[src/rtl/mips_cpu_bus_arbiter_if.sv]
// Bundles the two CPU requester ports and the shared Avalon-MM master port.
// Pure wiring, no latency of its own.
// waitrequest from the slave stalls the arbiter; requesters hold req until ack.
interface mips_cpu_bus_arbiter_if;
    // instruction fetch requester
    logic        i_req;
    logic [31:0] i_addr;
    logic        i_ack;
    logic [31:0] i_rdata;
    logic        i_err;

    // data load/store requester
    logic        d_req;
    logic        d_we;
    logic [1:0]  d_size;
    logic        d_signed;
    logic [31:0] d_addr;
    logic [31:0] d_wdata;
    logic        d_ack;
    logic [31:0] d_rdata;
    logic        d_err;

    logic        busy;

    // Avalon-MM master port
    logic [31:0] address;
    logic        read;
    logic        write;
    logic        waitrequest;
    logic [31:0] writedata;
    logic [3:0]  byteenable;
    logic [31:0] readdata;

    // arbiter side: owns the Avalon master and the acknowledges
    modport master (
        input  i_req, i_addr,
        output i_ack, i_rdata, i_err,
        input  d_req, d_we, d_size, d_signed, d_addr, d_wdata,
        output d_ack, d_rdata, d_err,
        output busy,
        output address, read, write, writedata, byteenable,
        input  waitrequest, readdata
    );

    // environment side: requesters plus the Avalon slave
    modport slave (
        output i_req, i_addr,
        input  i_ack, i_rdata, i_err,
        output d_req, d_we, d_size, d_signed, d_addr, d_wdata,
        input  d_ack, d_rdata, d_err,
        input  busy,
        input  address, read, write, writedata, byteenable,
        output waitrequest, readdata
    );
endinterface

[src/rtl/mips_cpu_bus_arbiter.sv]
// Arbitrates fetch and data requests onto one Avalon-MM master with sub-word store/load formatting.
// Latency: strobe one cycle after the request, ack one cycle after the accepting edge (2 cycles zero-wait).
// Backpressure: bus fields held constant while waitrequest=1; each wait cycle adds one cycle of latency.
module mips_cpu_bus_arbiter (
    input  logic                          clk,
    input  logic                          rst,
    mips_cpu_bus_arbiter_if.master        bus
);

    typedef enum logic [1:0] {
        IDLE  = 2'd0,
        BUS_I = 2'd1,
        BUS_D = 2'd2
    } state_t;

    state_t      state;
    logic        last_grant;     // 0 = instruction port, 1 = data port
    logic [1:0]  lat_size;
    logic        lat_signed;
    logic        lat_we;
    logic [1:0]  lat_off;

    logic        i_elig;
    logic        d_elig;
    logic        pick_i;
    logic        pick_d;
    logic        i_mis;
    logic        d_mis;
    logic [3:0]  d_be;
    logic [31:0] d_wd;
    logic [7:0]  byte_v;
    logic [15:0] half_v;
    logic [31:0] load_val;

    // Eligibility and round-robin choice; a port whose ack is high this cycle is ignored
    always_comb begin
        i_elig = bus.i_req && !bus.i_ack;
        d_elig = bus.d_req && !bus.d_ack;
        pick_d = d_elig && (!i_elig || !last_grant);
        pick_i = i_elig && !pick_d;
    end

    // Alignment check: fetches need word alignment, data alignment depends on access size
    always_comb begin
        i_mis = (bus.i_addr[1:0] != 2'b00);
        case (bus.d_size)
            2'd0:    d_mis = 1'b0;
            2'd1:    d_mis = bus.d_addr[0];
            default: d_mis = (bus.d_addr[1:0] != 2'b00);
        endcase
    end

    // Store formatting: lane enables plus store data replicated across every lane
    always_comb begin
        case (bus.d_size)
            2'd0: begin
                d_be = 4'b0001 << bus.d_addr[1:0];
                d_wd = {4{bus.d_wdata[7:0]}};
            end
            2'd1: begin
                d_be = bus.d_addr[1] ? 4'b1100 : 4'b0011;
                d_wd = {2{bus.d_wdata[15:0]}};
            end
            default: begin
                d_be = 4'b1111;
                d_wd = bus.d_wdata;
            end
        endcase
    end

    // Load formatting from the fields latched at grant: pick the lane, then extend
    always_comb begin
        byte_v = bus.readdata[{lat_off, 3'b000} +: 8];
        half_v = lat_off[1] ? bus.readdata[31:16] : bus.readdata[15:0];
        case (lat_size)
            2'd0:    load_val = {{24{lat_signed & byte_v[7]}}, byte_v};
            2'd1:    load_val = {{16{lat_signed & half_v[15]}}, half_v};
            default: load_val = bus.readdata;
        endcase
        if (lat_we) begin
            load_val = 32'd0;
        end
    end

    // Control FSM with registered bus strobes, acknowledges and result data
    always_ff @(posedge clk) begin
        if (rst) begin
            state          <= IDLE;
            last_grant     <= 1'b0;
            lat_size       <= 2'd0;
            lat_signed     <= 1'b0;
            lat_we         <= 1'b0;
            lat_off        <= 2'd0;
            bus.i_ack      <= 1'b0;
            bus.i_err      <= 1'b0;
            bus.i_rdata    <= 32'd0;
            bus.d_ack      <= 1'b0;
            bus.d_err      <= 1'b0;
            bus.d_rdata    <= 32'd0;
            bus.busy       <= 1'b0;
            bus.address    <= 32'd0;
            bus.read       <= 1'b0;
            bus.write      <= 1'b0;
            bus.writedata  <= 32'd0;
            bus.byteenable <= 4'd0;
        end else begin
            // acknowledges and their data are single-cycle pulses
            bus.i_ack   <= 1'b0;
            bus.i_err   <= 1'b0;
            bus.i_rdata <= 32'd0;
            bus.d_ack   <= 1'b0;
            bus.d_err   <= 1'b0;
            bus.d_rdata <= 32'd0;
            case (state)
                IDLE: begin
                    if (pick_d) begin
                        last_grant <= 1'b1;
                        if (d_mis) begin
                            bus.d_ack <= 1'b1;
                            bus.d_err <= 1'b1;
                        end else begin
                            bus.address    <= {bus.d_addr[31:2], 2'b00};
                            bus.read       <= !bus.d_we;
                            bus.write      <= bus.d_we;
                            bus.byteenable <= d_be;
                            bus.writedata  <= d_wd;
                            bus.busy       <= 1'b1;
                            lat_size       <= bus.d_size;
                            lat_signed     <= bus.d_signed;
                            lat_we         <= bus.d_we;
                            lat_off        <= bus.d_addr[1:0];
                            state          <= BUS_D;
                        end
                    end else if (pick_i) begin
                        last_grant <= 1'b0;
                        if (i_mis) begin
                            bus.i_ack <= 1'b1;
                            bus.i_err <= 1'b1;
                        end else begin
                            bus.address    <= {bus.i_addr[31:2], 2'b00};
                            bus.read       <= 1'b1;
                            bus.write      <= 1'b0;
                            bus.byteenable <= 4'b1111;
                            bus.writedata  <= 32'd0;
                            bus.busy       <= 1'b1;
                            state          <= BUS_I;
                        end
                    end
                end
                BUS_I: begin
                    if (!bus.waitrequest) begin
                        bus.read    <= 1'b0;
                        bus.write   <= 1'b0;
                        bus.busy    <= 1'b0;
                        bus.i_ack   <= 1'b1;
                        bus.i_rdata <= bus.readdata;
                        state       <= IDLE;
                    end
                end
                BUS_D: begin
                    if (!bus.waitrequest) begin
                        bus.read    <= 1'b0;
                        bus.write   <= 1'b0;
                        bus.busy    <= 1'b0;
                        bus.d_ack   <= 1'b1;
                        bus.d_rdata <= load_val;
                        state       <= IDLE;
                    end
                end
                default: begin
                    state <= IDLE;
                end
            endcase
        end
    end

endmodule

[src/flat_wrapper.sv]
// flat-port wrapper written by rule: the top's interface ports become plain ports
module mips_cpu_bus_arbiter_flat 
  (clk, rst, bus_i_req, bus_i_addr, bus_i_ack, bus_i_rdata, bus_i_err, bus_d_req, bus_d_we, bus_d_size, bus_d_signed, bus_d_addr, bus_d_wdata, bus_d_ack, bus_d_rdata, bus_d_err, bus_busy, bus_address, bus_read, bus_write, bus_writedata, bus_byteenable, bus_waitrequest, bus_readdata);
  mips_cpu_bus_arbiter_if bus_i ();
  input  logic clk;
  input  logic rst;
  input wire logic [$bits(bus_i.i_req)-1:0] bus_i_req;
  input wire logic [$bits(bus_i.i_addr)-1:0] bus_i_addr;
  output wire logic [$bits(bus_i.i_ack)-1:0] bus_i_ack;
  output wire logic [$bits(bus_i.i_rdata)-1:0] bus_i_rdata;
  output wire logic [$bits(bus_i.i_err)-1:0] bus_i_err;
  input wire logic [$bits(bus_i.d_req)-1:0] bus_d_req;
  input wire logic [$bits(bus_i.d_we)-1:0] bus_d_we;
  input wire logic [$bits(bus_i.d_size)-1:0] bus_d_size;
  input wire logic [$bits(bus_i.d_signed)-1:0] bus_d_signed;
  input wire logic [$bits(bus_i.d_addr)-1:0] bus_d_addr;
  input wire logic [$bits(bus_i.d_wdata)-1:0] bus_d_wdata;
  output wire logic [$bits(bus_i.d_ack)-1:0] bus_d_ack;
  output wire logic [$bits(bus_i.d_rdata)-1:0] bus_d_rdata;
  output wire logic [$bits(bus_i.d_err)-1:0] bus_d_err;
  output wire logic [$bits(bus_i.busy)-1:0] bus_busy;
  output wire logic [$bits(bus_i.address)-1:0] bus_address;
  output wire logic [$bits(bus_i.read)-1:0] bus_read;
  output wire logic [$bits(bus_i.write)-1:0] bus_write;
  output wire logic [$bits(bus_i.writedata)-1:0] bus_writedata;
  output wire logic [$bits(bus_i.byteenable)-1:0] bus_byteenable;
  input wire logic [$bits(bus_i.waitrequest)-1:0] bus_waitrequest;
  input wire logic [$bits(bus_i.readdata)-1:0] bus_readdata;
  assign bus_i.i_req = bus_i_req;
  assign bus_i.i_addr = bus_i_addr;
  assign bus_i_ack = bus_i.i_ack;
  assign bus_i_rdata = bus_i.i_rdata;
  assign bus_i_err = bus_i.i_err;
  assign bus_i.d_req = bus_d_req;
  assign bus_i.d_we = bus_d_we;
  assign bus_i.d_size = bus_d_size;
  assign bus_i.d_signed = bus_d_signed;
  assign bus_i.d_addr = bus_d_addr;
  assign bus_i.d_wdata = bus_d_wdata;
  assign bus_d_ack = bus_i.d_ack;
  assign bus_d_rdata = bus_i.d_rdata;
  assign bus_d_err = bus_i.d_err;
  assign bus_busy = bus_i.busy;
  assign bus_address = bus_i.address;
  assign bus_read = bus_i.read;
  assign bus_write = bus_i.write;
  assign bus_writedata = bus_i.writedata;
  assign bus_byteenable = bus_i.byteenable;
  assign bus_i.waitrequest = bus_waitrequest;
  assign bus_i.readdata = bus_readdata;
  mips_cpu_bus_arbiter u_core (.clk(clk), .rst(rst), .bus(bus_i));
endmodule
[config.mk]
export PLATFORM = sky130hd
export DESIGN_NAME = mips_cpu_bus_arbiter_flat
export DESIGN_NICKNAME = d
export VERILOG_FILES = /design/src/rtl/mips_cpu_bus_arbiter_if.sv /design/src/rtl/mips_cpu_bus_arbiter.sv /design/src/flat_wrapper.sv
export SDC_FILE = /design/constraint.sdc
export NUM_CORES = 1
export LEC_CHECK = 0
export CAP_MARGIN = 0
export CORE_MARGIN = 5
export CORE_UTILIZATION = 46
export DETAILED_ROUTE_END_ITERATION = 16
export PLACE_DENSITY = 0.89
export SLEW_MARGIN = 10
export SYNTH_ARGS = -nofsm -noshare
export SYNTH_HDL_FRONTEND = slang
export SYNTH_SLANG_ARGS = --single-unit
[constraint.sdc]
create_clock -name clk -period 3.9 [get_ports clk]
set_input_delay 1.17 -clock clk [delete_from_list [all_inputs] [get_ports clk]]
set_output_delay 1.17 -clock clk [all_outputs]
set_load 0.02 [all_outputs]
==> results of run 1 <==
## cell usage in the layout, fill, tap and decap left out, types with 2 or more instances in the layout
cell             Yosys  layout
o31ai_1              2       2
nand3_1             33      33
a21oi_1             51      51
nand2_1             52      52
clkbuf_16            0      17
a222oi_1             7       7
mux2i_1             19      19
dfxtp_1            146     146
or2_2                2       2
mux2_1               4       4
a31o_2               2       2
clkdlybuf4s50_1      0     272
conb_1               1       2
mux2_2              43      43
o21ai_1              2       2
ha_1                 4       4
clkbuf_8             0       2
clkinv_2             0       3
nand3b_1             3       3
bufinv_16            0       2
and2_1               2       2
nor2b_1             36      35
o221a_2              5       5
a221oi_1             8       8
nor2_1              24      24
a31oi_1              3       3
nor3_1               2       2
inv_6                0       2
nand2b_1             5       5
nand4_1              2       2
a32o_1              23      23
and3_1              32      32
clkinvlp_4           0       4
o32ai_1              2       2
a2111oi_0            5       5
o21ai_0             47      47
buf_4                6      14
inv_1               16      16
## path summary, 6_finish.rpt
path	end	slack (ps)	startpoint
worst max-delay path	u_core.bus.address[16]$_SDFFE_PP0P_	1000	bus_d_size[1]
worst min-delay path	u_core.bus.byteenable[1]$_SDFFE_PP0P_	470	u_core.bus.byteenable[1]$_SDFFE_PP0P_
worst max register to register	u_core.bus.d_rdata[3]$_SDFF_PP0_	1530	u_core.lat_size[1]$_SDFFE_PP0P_
worst min register to register	u_core.bus.byteenable[1]$_SDFFE_PP0P_	470	u_core.bus.byteenable[1]$_SDFFE_PP0P_
## metal layers
layer	vias to the layer above	track usage (%)	part of all wire (%)	wire length, µm
li1	2881	-	-	-
met1	2874	29.2	37	8060
met2	372	42.8	47	10200
met3	48	11.2	12	2570
met4	0	12.7	4.1	883
met5	-	0	0	0
## state kept, by name, summed over array words and instances (netlist names), 2 cells and up
register               flops
u_core.bus.address        30
u_core.bus.byteenable      4
u_core.bus.d_rdata        32
u_core.bus.i_rdata        32
u_core.bus.writedata      32
u_core.lat_off             2
u_core.lat_size            2
u_core.state               2
## per-stage QoR
stage / util (%) / hold WS (ps) / instances / setup slack, ps
floorplan: - / 454 / 666 / 1390
global placement: 68.1 / 447 / 1069 / 661
detailed placement: 68.1 / 451 / 1069 / 602
CTS: 72.5 / 470 / 1101 / 1040
global route: 72.5 / 481 / 1101 / 931
finish: 72.5 / 469 / 1101 / 996
## cell families (layout without fill, tap and decap cells)
| family | after synthesis | in the layout |
|---|---|---|
| AND/OR/NAND/NOR | 199 | 199 |
| adder cells (fa/ha/maj) | 4 | 4 |
| other | 1 | 2 |
| multiplexers | 67 | 67 |
| buffers and inverters | 78 | 337 |
| flip-flops | 146 | 146 |
| AO/OA/AOI/OAI | 170 | 170 |
## cell type report
cell class / count / area [µm²] / area share [%]
Timing Repair Buffer: 288 / 2850 / 29.5
Inverter: 17 / 63.8 / 0.659
Clock buffer: 20 / 457 / 4.72
Sequential cell: 146 / 2920 / 30.2
Clock inverter: 12 / 131 / 1.36
Tap cell: 176 / 220 / 2.28
Multi-Input combinational cell: 442 / 3030 / 31.3
## worst max-delay path, stage by stage
cell	delay [ps]
clkdlybuf4s50_1	720
nor2_4	150
o211ai_4	280
a21o_2	190
buf_12	280
mux2_2	380
## power by group
| part | internal (mW) | total [mW] | switching (mW) | leakage [nW] |
|---|---|---|---|---|
| combinational | 0.431 | 0.871 | 0.441 | 2.27 |
| sequential | 1.58 | 1.64 | 0.0623 | 1.19 |
| clock | 0.976 | 1.61 | 0.632 | 0.279 |
| total | 2.98 | 4.12 | 1.13 | 3.74 |
==> reports/metrics.cfg, run 1 <==
[route]
drcViolationCount = 0
vias = 6175
post_drt_wl_per_cell_um = 19.7
routed_via_density = 5.61
first_pass_iters = 6
drtIter0Drc = 557
ant_nets = 0
totalWireLength_um = 21700

[placement]
gp_congestion = 0.914
place.detailed.hpwl_um = 15400
placed_area_um2 = 9090
io_buffers = 273

[yosys]
synth_warnings = 0
synth_commonest_cells = 146 x dfxtp_1, 52 x nand2_1, 51 x a21oi_1, 47 x o21ai_0, 43 x mux2_2
synth.most_common_cell = dfxtp_1
syn_area_per_cell_um2 = 9.47
synth_cells = 665
synth_xor_xnor_area_share_pct = 0
synth-compound-area-share_pct = 19.0
syn_area_um2 = 6300
synth-edff-count = 0
synth_flop_cell = dfxtp_1
synth_top_family_by_area = compound AO/OA/AOI/OAI gates
synthArstFlopShare_pct = 0
synth_seq_area_share_pct = 46.4
synth-simple-area-share_pct = 16.4
ys_ff_latch = 146
synthAdderAreaFrac_pct = 0.795
synth.largest_area_cell = dfxtp_1
synth_top_area_share_pct = 46.4
synth.area.mux_share_pct = 11.8
ys_types = 56
synth_area_leaders = dfxtp_1 46%, mux2_2 7.7%, a21oi_1 4.1%

[clocking]
h-tree-depth = 4
clock_sinks = 146
path_clk_slew_ps = 60
cts_resized = 0
cts_tree = done
cts_max_path_buffers = 2
cts_root_buf = clkbuf_16
clock_latency_ps = 420
post_cts_buffers = 0
cts_buffers = 17
postCtsHoldBufs = 0

[sta]
rsz0062_at_grt = no
tightestPinTransition_ps = 1090
period_minus_slack_ps = 2900
maxSlewViolCount = 0
finalCritPeriodShare_pct = 74.5
setup_tns_ps = 0
setup_viol = 0
slew_headroom_pct = 26.9
max_freq_ghz = 0.344
finClkSkew_ps = 6.13
hold_viol = 0

[critical_path]
rr_worst_depth = 4
startpoint_type = input port
critPathRequiredTime_ps = 4200
worstPathArrival_ps = 3210
critPathKind = in2reg
worst_setup_path_end_kind = flop
critPathMaxFanout = 59

[finish]
drive_gt1_share_pct = 11.9
nNetsFinal = 1053
final_area_um2 = 9680
areaGrowthSynthToFinish_pct = 53.7
fillers = 990
antenna_cells = 0

[floorplan]
fp.dieH_um = 127
io_pins = 276
core_um2 = 13300
fp.dieArea_um2 = 16100
die_w_um = 127
floorplan.initialDensity_pct = 47.2
rows = 42

[run]
maxCapViolations = 0

[grt]
antenna_found_initial = 0
grt_pass1_wl_um = 33000
grt_usage_pct = 26.1
grt_max_degree = 67
grt_pass1_vias = 6104
overflow = 0

[pwr]
power.leakage_nw = 3.74
ir_drop_mv = 0.313
power.density_nw_per_um2 = 426
totalPowerFinal_mw = 4.12

[hold_path]
hold_path.class = reg2reg
worstHoldPathCells = 2

[status]
status = completed

No activity file was read; power rests on OpenSTA's default activity.
==> run 2: changes to the inputs <==
- CORE_UTILIZATION: 46 -> 38
- PLACE_DENSITY: 0.89 -> 0.78
- clock period: 3.9 -> 2.5 ns (I/O delays scaled with it)
==> run 2 against run 1 <==
- core utilization decreased by 11 points
- routed wire length decreased by 3.4%
- cell count increased by 7.0%
- total power increased by 61%
- flip-flop and latch count unchanged
- first-iteration DRC count decreased by 29%
- largest cell class is now buffers
- global-route usage decreased by 5.4 points
- cell area increased by 3.8%
==> reports/metrics.cfg, run 2 (synthesis results as in run 1) <==
[status]
status = completed  ; unchanged

[critical_path]
critPathRequiredTime_ps = 1750  ; was 4200 ps
crit_family = buffers and inverters  ; unchanged
r2r-start = u_core.state[0]$_SDFFE_PP0P_  ; was u_core.lat_size[1]$_SDFFE_PP0P_
rrSetupSlack_ps = 670  ; was 1530 ps
cp_slowest_cell = clkdlybuf4s50_1  ; unchanged
critPathKind = reg2out  ; was in2reg
rr_worst_depth = 6  ; was 4
max_stage_delay_ps = 650  ; was 720 ps
path_cells = clkdlybuf4s50_1  ; was clkdlybuf4s50_1, nor2_4, o211ai_4, a21o_2, buf_12, mux2_2
worst_setup_path_end_kind = output pin  ; was flop
critPathMaxFanout = 5  ; was 59
worstPathArrival_ps = 1490  ; was 3210 ps
crit_start = u_core.bus.i_ack$_SDFF_PP0_  ; was bus_d_size[1]
startpoint_type = flop  ; was input port
reg2reg_to = u_core.bus.writedata[4]$_SDFFE_PP0P_  ; was u_core.bus.d_rdata[3]$_SDFF_PP0_
critical_path_buf_inv_count = 1  ; was 2

[route]
routed_via_density = 5.21  ; was 5.61
ant_nets = 0  ; unchanged
drtIter0Drc = 395  ; was 557
drcViolationCount = 0  ; unchanged
post_drt_wl_per_cell_um = 17.8  ; was 19.7 µm
first_pass_iters = 7  ; was 6
vias = 6138  ; was 6175
totalWireLength_um = 21000  ; was 21700 µm

[pwr]
power.density_nw_per_um2 = 660  ; was 426 nW/µm²
ir_drop_mv = 0.490  ; was 0.313 mV
power.leakage_nw = 3.94  ; was 3.74 nW

[sta]
finClkSkew_ps = 8.82  ; was 6.13 ps
hold_viol = 0  ; unchanged
holdWs_ps = 470  ; was 469 ps
setup_viol = 0  ; unchanged
finalCritPeriodShare_pct = 89.6
tightestPinTransition_ps = 966  ; was 1090 ps
slew_headroom_pct = 35.6  ; was 26.9%
max_freq_ghz = 0.446
maxSlewViolCount = 0  ; unchanged
period_minus_slack_ps = 2240
rsz0062_at_grt = no  ; unchanged

[placement]
placed_area_um2 = 9430  ; was 9090 µm²
gp_congestion = 0.873  ; was 0.914
io_buffers = 273  ; unchanged
place.detailed.hpwl_um = 15900  ; was 15400 µm

[clocking]
clock_latency_ps = 420  ; about the same
cts_tree = done  ; unchanged
h-tree-depth = 4  ; unchanged
clock_sinks = 146  ; unchanged
cts_resized = 0  ; unchanged
cts_root_buf = clkbuf_16  ; unchanged
path_clk_slew_ps = 60  ; about the same
postCtsHoldBufs = 0  ; unchanged
cts_max_path_buffers = 2  ; unchanged
post_cts_buffers = 0  ; unchanged
cts_buffers = 17  ; unchanged

[floorplan]
io_pins = 276  ; unchanged
floorplan.initialDensity_pct = 38.4  ; was 47.2%
rows = 47  ; was 42
die_w_um = 139  ; was 127 µm
fp.dieArea_um2 = 19200  ; was 16100 µm²
core_um2 = 16400  ; was 13300 µm²
fp.dieH_um = 139  ; was 127 µm

[run]
maxCapViolations = 0  ; unchanged

[grt]
grt_usage_pct = 20.7  ; was 26.1%
grt_pass1_vias = 5889  ; was 6104
overflow = 0  ; unchanged
grt_pass1_wl_um = 32000  ; was 33000 µm
grt_max_degree = 40  ; was 67
antenna_found_initial = 0  ; unchanged

[hold_path]
holdPathEnd = u_core.bus.byteenable[1]$_SDFFE_PP0P_  ; unchanged
worstHoldStart = u_core.bus.byteenable[1]$_SDFFE_PP0P_  ; unchanged
worstHoldPathCells = 2  ; unchanged
hold_path.class = reg2reg  ; unchanged

[finish]
layout_commonest_cell = clkdlybuf4s50_1  ; unchanged
antenna_cells = 0  ; unchanged
final_cell_mix = 272 x clkdlybuf4s50_1, 146 x dfxtp_1, 52 x nand2_1  ; unchanged
nNetsFinal = 1086  ; was 1053
final_area_um2 = 10000  ; was 9680 µm²
drive_gt1_share_pct = 14.9  ; was 11.9%
areaGrowthSynthToFinish_pct = 59.5  ; was 53.7%
final_util_pct = 61.2  ; was 72.5%
reg_top3 = u_core.bus.d_rdata x32, u_core.bus.i_rdata x32, u_core.bus.writedata x32  ; unchanged

-- run 2: cell types whose count changed in the layout (fill, tap and decap cells not counted), moves of 2 or more --
cell        change
clkinv_4        +2
clkinvlp_4      -4
buf_4          +30
buf_12          +3
inv_6           +3
-- run 2: report_power, final --
group / internal, mW / leakage, nW / switching (mW) / total, mW
Combinational: 0.736 / 2.45 / 0.706 / 1.44
Clock: 1.61 / 0.303 / 1.04 / 2.65
Sequential: 2.46 / 1.19 / 0.0760 / 2.54
Total: 4.81 / 3.94 / 1.82 / 6.63
-- run 2: how the worst max path moves through the flow --
| stage | to | slack (ps) | depth (start not counted) |
|---|---|---|---|
| after global placement | u_core.bus.busy$_SDFFE_PP0P_ | -150 | 5 |
| after floorplan | u_core.bus.address[10]$_SDFFE_PP0P_ | 410 | 6 |
| final | bus_i_ack | 260 | 1 |
| after CTS | bus_i_ack | 220 | 1 |
| after global routing | bus_i_ack | 190 | 1 |
| after detailed placement | u_core.bus.writedata[27]$_SDFFE_PP0P_ | -120 | 6 |
-- run 2: metrics by stage --
step           setup TNS [ps]  setup WS [ps]  total power [mW]  instances
2_1_floorplan               0            415              3.31        666
6_report                    0            260              6.63       1178
4_1_cts                     0            216              6.68       1178
3_3_place_gp            -2990           -151              4.01       1146
5_1_grt                     0            194              6.90       1178
3_5_place_dp            -4830           -120              4.02       1146
-- run 2: final cells by class --
class	count	area [µm²]
Inverter	17	63.8
Sequential cell	146	2920
Tap cell	220	275
Timing Repair Buffer	321	3140
Clock buffer	19	443
Fill cell	1378	6360
Multi-Input combinational cell	442	3030
Clock inverter	13	170
-- run 2: per-layer routing --
metal  GRT usage (%)  share of wire [%]  wire, µm  vias up
met1            22.6                 38      8010     2845
met3            8.45                 11      2350       28
met2            36.8                 49     10200      312
li1                -                  -         -     2953
met5               0                  0         0        -
met4            6.23                1.6       342        0
